## src/rtl/mood_display_sequencer_if.sv

```systemverilog
// Mood-change event channel from the display sequencer to the host logger.
//
// Handshake: the master raises evt_valid with evt_data; the event is
// accepted on the rising clk edge where evt_valid and evt_ready are both 1.
// evt_data is held while evt_valid=1 unless a newer mood overwrites it, in
// which case the master sets the sticky evt_drop flag. evt_valid may rise
// while evt_ready is already high.
interface mood_display_sequencer_if;
    logic       evt_valid;
    logic [7:0] evt_data;
    logic       evt_ready;
    logic       evt_drop;

    modport master (
        output evt_valid,
        output evt_data,
        output evt_drop,
        input  evt_ready
    );

    modport slave (
        input  evt_valid,
        input  evt_data,
        input  evt_drop,
        output evt_ready
    );
endinterface

```

## src/rtl/mood_display_sequencer.sv

```systemverilog
// Presentation stage for the emotion code: debounces the code over ticks,
// plays an 8-step LED sweep on every committed mood change, dims the LEDs
// to 1/4 duty while asleep, and reports committed moods to a logger.
module mood_display_sequencer #(
    parameter int STABLE_TICKS = 4
) (
    input  logic                            clk,
    input  logic                            rst,
    input  logic                            tick,
    input  logic [7:0]                      emotion_in,
    input  logic                            awake,
    output logic [7:0]                      led_out,
    output logic [7:0]                      mood,
    mood_display_sequencer_if.master        evt,
    output logic                            dbg_sweep,
    output logic [2:0]                      dbg_idx
);

    localparam logic [3:0] SC_MAX    = 4'(STABLE_TICKS);
    localparam logic [3:0] SC_COMMIT = 4'(STABLE_TICKS - 1);

    typedef enum logic {
        SHOW  = 1'b0,
        SWEEP = 1'b1
    } disp_state_t;

    logic [7:0]  cand;
    logic [3:0]  sc;
    logic        commit;
    disp_state_t state_q, state_d;
    logic [2:0]  idx_q, idx_d;
    logic [1:0]  pwm;
    logic [7:0]  raw;

    // A commit needs the value to have been seen on STABLE_TICKS ticks in a
    // row (loading tick included) and to differ from the shown mood.
    assign commit = tick && (emotion_in == cand) && (sc == SC_COMMIT)
                    && (cand != mood);

    assign dbg_sweep = (state_q == SWEEP);
    assign dbg_idx   = idx_q;

    // Debounce filter: candidate value plus saturating stability count.
    always_ff @(posedge clk) begin
        if (rst) begin
            cand <= 8'h00;
            sc   <= 4'd0;
        end else if (tick) begin
            if (emotion_in != cand) begin
                cand <= emotion_in;
                sc   <= 4'd1;
            end else if (sc < SC_MAX) begin
                sc <= sc + 4'd1;
            end
        end
    end

    // Committed mood register.
    always_ff @(posedge clk) begin
        if (rst) begin
            mood <= 8'h00;
        end else if (commit) begin
            mood <= cand;
        end
    end

    // Display FSM state register.
    always_ff @(posedge clk) begin
        if (rst) begin
            state_q <= SHOW;
            idx_q   <= 3'd0;
        end else begin
            state_q <= state_d;
            idx_q   <= idx_d;
        end
    end

    // Display FSM next state: a commit (re)starts the sweep, ticks advance it.
    always_comb begin
        state_d = state_q;
        idx_d   = idx_q;
        raw     = mood;
        if (state_q == SWEEP) begin
            raw = 8'b1 << idx_q;
        end
        if (commit) begin
            state_d = SWEEP;
            idx_d   = 3'd0;
        end else if ((state_q == SWEEP) && tick) begin
            if (idx_q == 3'd7) begin
                state_d = SHOW;
                idx_d   = 3'd0;
            end else begin
                idx_d = idx_q + 3'd1;
            end
        end
    end

    // Free-running dimming phase and registered LED output.
    always_ff @(posedge clk) begin
        if (rst) begin
            pwm     <= 2'd0;
            led_out <= 8'h00;
        end else begin
            pwm <= pwm + 2'd1;
            if (awake || (pwm == 2'd0)) begin
                led_out <= raw;
            end else begin
                led_out <= 8'h00;
            end
        end
    end

    // Event channel: a commit always wins over acceptance; overwriting an
    // unaccepted event latches the drop flag until reset.
    always_ff @(posedge clk) begin
        if (rst) begin
            evt.evt_valid <= 1'b0;
            evt.evt_data  <= 8'h00;
            evt.evt_drop  <= 1'b0;
        end else if (commit) begin
            evt.evt_valid <= 1'b1;
            evt.evt_data  <= cand;
            if (evt.evt_valid && !evt.evt_ready) begin
                evt.evt_drop <= 1'b1;
            end
        end else if (evt.evt_valid && evt.evt_ready) begin
            evt.evt_valid <= 1'b0;
        end
    end

endmodule

```

## src/flat_wrapper.sv

```systemverilog
// flat-port wrapper written by rule: the top's interface ports become plain ports
module mood_display_sequencer_flat 
#(
    parameter int STABLE_TICKS = 4
)
  (clk, rst, tick, emotion_in, awake, led_out, mood, dbg_sweep, dbg_idx, evt_evt_valid, evt_evt_data, evt_evt_drop, evt_evt_ready);
  mood_display_sequencer_if evt_i ();
  input  logic clk;
  input  logic rst;
  input  logic tick;
  input  logic [7:0] emotion_in;
  input  logic awake;
  output logic [7:0] led_out;
  output logic [7:0] mood;
  output logic dbg_sweep;
  output logic [2:0] dbg_idx;
  output wire logic [$bits(evt_i.evt_valid)-1:0] evt_evt_valid;
  output wire logic [$bits(evt_i.evt_data)-1:0] evt_evt_data;
  output wire logic [$bits(evt_i.evt_drop)-1:0] evt_evt_drop;
  input wire logic [$bits(evt_i.evt_ready)-1:0] evt_evt_ready;
  assign evt_evt_valid = evt_i.evt_valid;
  assign evt_evt_data = evt_i.evt_data;
  assign evt_evt_drop = evt_i.evt_drop;
  assign evt_i.evt_ready = evt_evt_ready;
  mood_display_sequencer #(.STABLE_TICKS(STABLE_TICKS)) u_core (.clk(clk), .rst(rst), .tick(tick), .emotion_in(emotion_in), .awake(awake), .led_out(led_out), .mood(mood), .evt(evt_i), .dbg_sweep(dbg_sweep), .dbg_idx(dbg_idx));
endmodule
```

## config.mk

```make
export PLATFORM = sky130hd
export DESIGN_NAME = mood_display_sequencer_flat
export DESIGN_NICKNAME = d
export VERILOG_FILES = /design/src/rtl/mood_display_sequencer_if.sv /design/src/rtl/mood_display_sequencer.sv /design/src/flat_wrapper.sv
export SDC_FILE = /design/constraint.sdc
export NUM_CORES = 1
export LEC_CHECK = 0
export ABC_AREA = 1
export BUFFER_PORTS_ARGS = -buffer_cell sky130_fd_sc_hd__buf_4
export CAP_MARGIN = 20
export CORE_ASPECT_RATIO = 0.5
export CORE_MARGIN = 1.5
export CORE_UTILIZATION = 48
export CTS_CLUSTER_SIZE = 16
export DETAILED_ROUTE_END_ITERATION = 8
export GPL_ROUTABILITY_DRIVEN = 0
export PLACE_DENSITY = 0.86
export RECOVER_POWER = 50
export SYNTH_ARGS = -nofsm -noshare
export SYNTH_HDL_FRONTEND = slang
export SYNTH_SLANG_ARGS = --single-unit
export TNS_END_PERCENT = 1
```

## constraint.sdc

```tcl
create_clock -name clk -period 1.4 [get_ports clk]
set_input_delay 0.28 -clock clk [delete_from_list [all_inputs] [get_ports clk]]
set_output_delay 0.28 -clock clk [all_outputs]
set_load 0.02 [all_outputs]
```

==> results.yml <==
timing:
  worst_pin_slew_ps: 289
  finalWorstSetupSlack_ps: -75.4
  finalCriticalPeriod_ps: 1480
  final_max_slew_viol_count: 0
  max_freq_mhz: 678
  setup_viol_count_final: 12
  post-route-period-util: 1.05
  clock_skew_ps: 5.33
  hold_viol_final: 0
  fin_hold_ws_ps: 224
  slew_headroom: 0.808
  rsz0062_at_grt: "yes"
worst_setup_path:
  crit_family: "simple AND/OR/NAND/NOR gates"
  crit_start: "u_core.cand[1]"
  crit_end: "u_core.evt.evt_data[2]"
  cp_cell_sequence: "xor2_1 > nor2_1 > nand2_2 > nor2_8 > nand3_4 > nand2_2 > inv_1 > nor2_1"
  required_ps: 1620
  crit_arrival_ps: 1690
  path_class: "flop to flop"
  critical_path.max_fanout: 6
  crit_cells: 8
  cp-start-kind: "flop"
  end_kind: "flop"
  cp_slowest_cell: "dfxtp_2"
  reg2reg_to: "u_core.evt.evt_data[2]"
  reg2reg_slack_ps: -80
  path_buf_inv: 1
  r2r-start: "u_core.cand[1]"
  reg2reg_depth: 8
  slowest_delay_ps: 360
floorplan:
  coreArea_um2: 3900
  initial_core_util: 0.503
  die_h_um: 48.2
  die-area_um2: 4510
  num_rows: 16
  dieWidth_um: 93.5
  ios: 43
clock_network:
  clkSinkCount: 36
  cts_buffers: 5
  cts_htree_levels: 2
  path_clk_slew_ps: 70
  clk_latency_ps: 300
  cts_tree: "built"
  root_buffer: "clkbuf_8"
  max-clock-path-buffers: 2
run_status:
  violations: "negative setup slack"
  outcome: "finished, violations left"
logic_synthesis:
  synthSimpleGateAreaFrac: 0.332
  synth.area.top_cells: "dfxtp_1, nand2_1, inv_1"
  ys_ff_latch: 36
  synthMuxAreaShare: 0
  yosys.area.top_type: "dfxtp_1"
  synth_fa_ha_area_frac: 0.0510
  synthMostInstantiatedCell: "nand2_1"
  ys.flop_type: "dfxtp_1"
  synth_edf_count: 0
  ys_seq_area_frac: 0.367
  synth_top_family_by_area: "simple AND/OR/NAND/NOR gates"
  yosysUniqueCellTypes: 25
  synth_nets: 311
  yosysWarnings: 0
  synth_xor_area_frac: 0.0268
  synth_compound_area_frac: 0.0720
  netlist_area_um2: 1960
  synthArstFlopShare: 0
  syn-instance-count: 290
  synth_commonest_cells: "nand2_1, inv_1, dfxtp_1, nor2_1"
  synth.top_cell.area_share: 0.367
  synth_area_per_cell_um2: 6.77
run:
  cap_violations: 0
finish:
  syn_to_final_growth_pct: 29.0
  instances_no_fill: 398
  layout.nets: 365
  drive_gt1_frac: 0.305
  fill_cells: 299
  stdcell_area_um2: 2530
  antenna_cells: 0
detailed_routing:
  ant_nets: 0
  drtIter0Drc: 155
  routedWlPerCell_um: 13.7
  routed_wl_mm: 5.46
  drc: 0
  drt_first_pass_iters: 7
  detail_route.vias_per_cell: 5.12
  vias: 2038
min_path:
  min_path_type: "input port to flop"
grt:
  gr-usage-all-layers: 0.222
  grt_pass1_vias: 1671
  grt_pass1_wl_mm: 7.43
  grt_max_degree: 19
  overflow: 0
  grt_antenna_before_repair: 0
placement:
  dp_hpwl_mm: 3.59
  placed_area_um2: 2360
  dpl.cell_count: 386
  io_buffers: 42
  place_ws_ps: -114
power:
  vdd_drop_max_mv: 0.495
  power.leakage_nw: 1.26
  power.density_nw_per_um2: 827
==> how the worst min path moves through the flow <==
stage	start	endpoint	cells past startpoint
4_1_cts	rst	u_core.pwm[0]	2
5_1_grt	rst	u_core.dbg_sweep	2
6_report	rst	u_core.pwm[0]	2
2_1_floorplan	u_core.pwm[0]	u_core.pwm[0]	1
3_5_place_dp	u_core.pwm[0]	u_core.pwm[0]	1
3_3_place_gp	u_core.pwm[0]	u_core.pwm[0]	1
==> layout by cell type, fill, tap and decap left out, types with 2 or more instances in the layout <==
cell      instances
nand2_1          64
buf_4            41
nor2_4            4
nand4_1           9
dfxtp_1          25
clkbuf_1         16
nand3_1          10
buf_6             4
xnor2_2           2
o21ai_1           5
o21ai_0           9
xnor2_1           2
dfxtp_2           8
inv_2            12
dfxtp_4           3
inv_1            41
clkbuf_8          5
nand2_4           3
nor2_1           34
ha_1              8
a21oi_1          11
xor2_1            2
nand2_2          17
nand3_4           2
==> where the power goes <==
group | switching (W) | internal [W]
Combinational | 0.000179 | 0.000123
Clock | 0.000378 | 0.000338
Sequential | 0.0000280 | 0.00105
Total | 0.000585 | 0.00151
==> state kept, by name, indices dropped and copies added (netlist names) <==
register,count
u_core.evt.evt_drop,1
u_core.cand,8
u_core.dbg_idx,3
u_core.sc,4
u_core.evt.evt_valid,1
u_core.led_out,8
u_core.pwm,2
u_core.dbg_sweep,1
u_core.evt.evt_data,8
==> worst register-to-register path, stage by stage, from the launching register on <==
cell	delay, ps
dfxtp_2	360
xor2_1	170
nor2_1	160
nand2_2	120
nor2_8	180
nand3_4	150
nand2_2	90
inv_1	40
nor2_1	130
==> area by class of cell <==
cell class | count | area (um^2) | share of cell area
clock inverter | 1 | 5.00 | 0.00197
inverter | 54 | 203 | 0.0800
tap | 54 | 67.6 | 0.0267
multi-input combinational | 187 | 1040 | 0.409
clock buffer | 6 | 72.6 | 0.0286
timing repair buffer | 60 | 409 | 0.161
sequential | 36 | 742 | 0.293
==> kinds of logic (layout without fill, tap and decap cells) <==
| group | after synthesis | after routing |
|---|---|---|
| xor gates and xnor gates | 6 | 6 |
| adders and majority gates | 8 | 8 |
| AOI/OAI and AO/OA | 27 | 27 |
| DFF | 36 | 36 |
| buffers and inverters | 68 | 121 |
| and+or+nand+nor | 145 | 146 |
==> metal layers <==
metal	share of wire	GRT usage
met1	0.42	0.271
met2	0.48	0.391
met4	0.030	0.103
met5	0	0
met3	0.071	0.0514
==> what timing repair did <==
| item | 4_1_cts | 5_1_grt |
|---|---|---|
| gates cloned | 1 | 1 |
| hold buffers | 0 | 0 |
| setup endpoints to repair | 26 | 26 |
| buffers inserted | 0 | 3 |
| endpoints found under the hold margin | 0 | 0 |
| pin swaps | 1 | 7 |
| resized for setup | 11 | 37 |
==> stage by stage <==
step	setup TNS [ps]	utilization	total power, W
2_1_floorplan	0	-	0.00125
3_3_place_gp	-11.2	0.604	0.00133
3_5_place_dp	-1270	0.604	0.00134
4_1_cts	-65.5	0.630	0.00202
5_1_grt	-1070	0.649	0.00216
6_report	-233	0.649	0.00210
No activity file was read; power rests on OpenSTA's default activity.
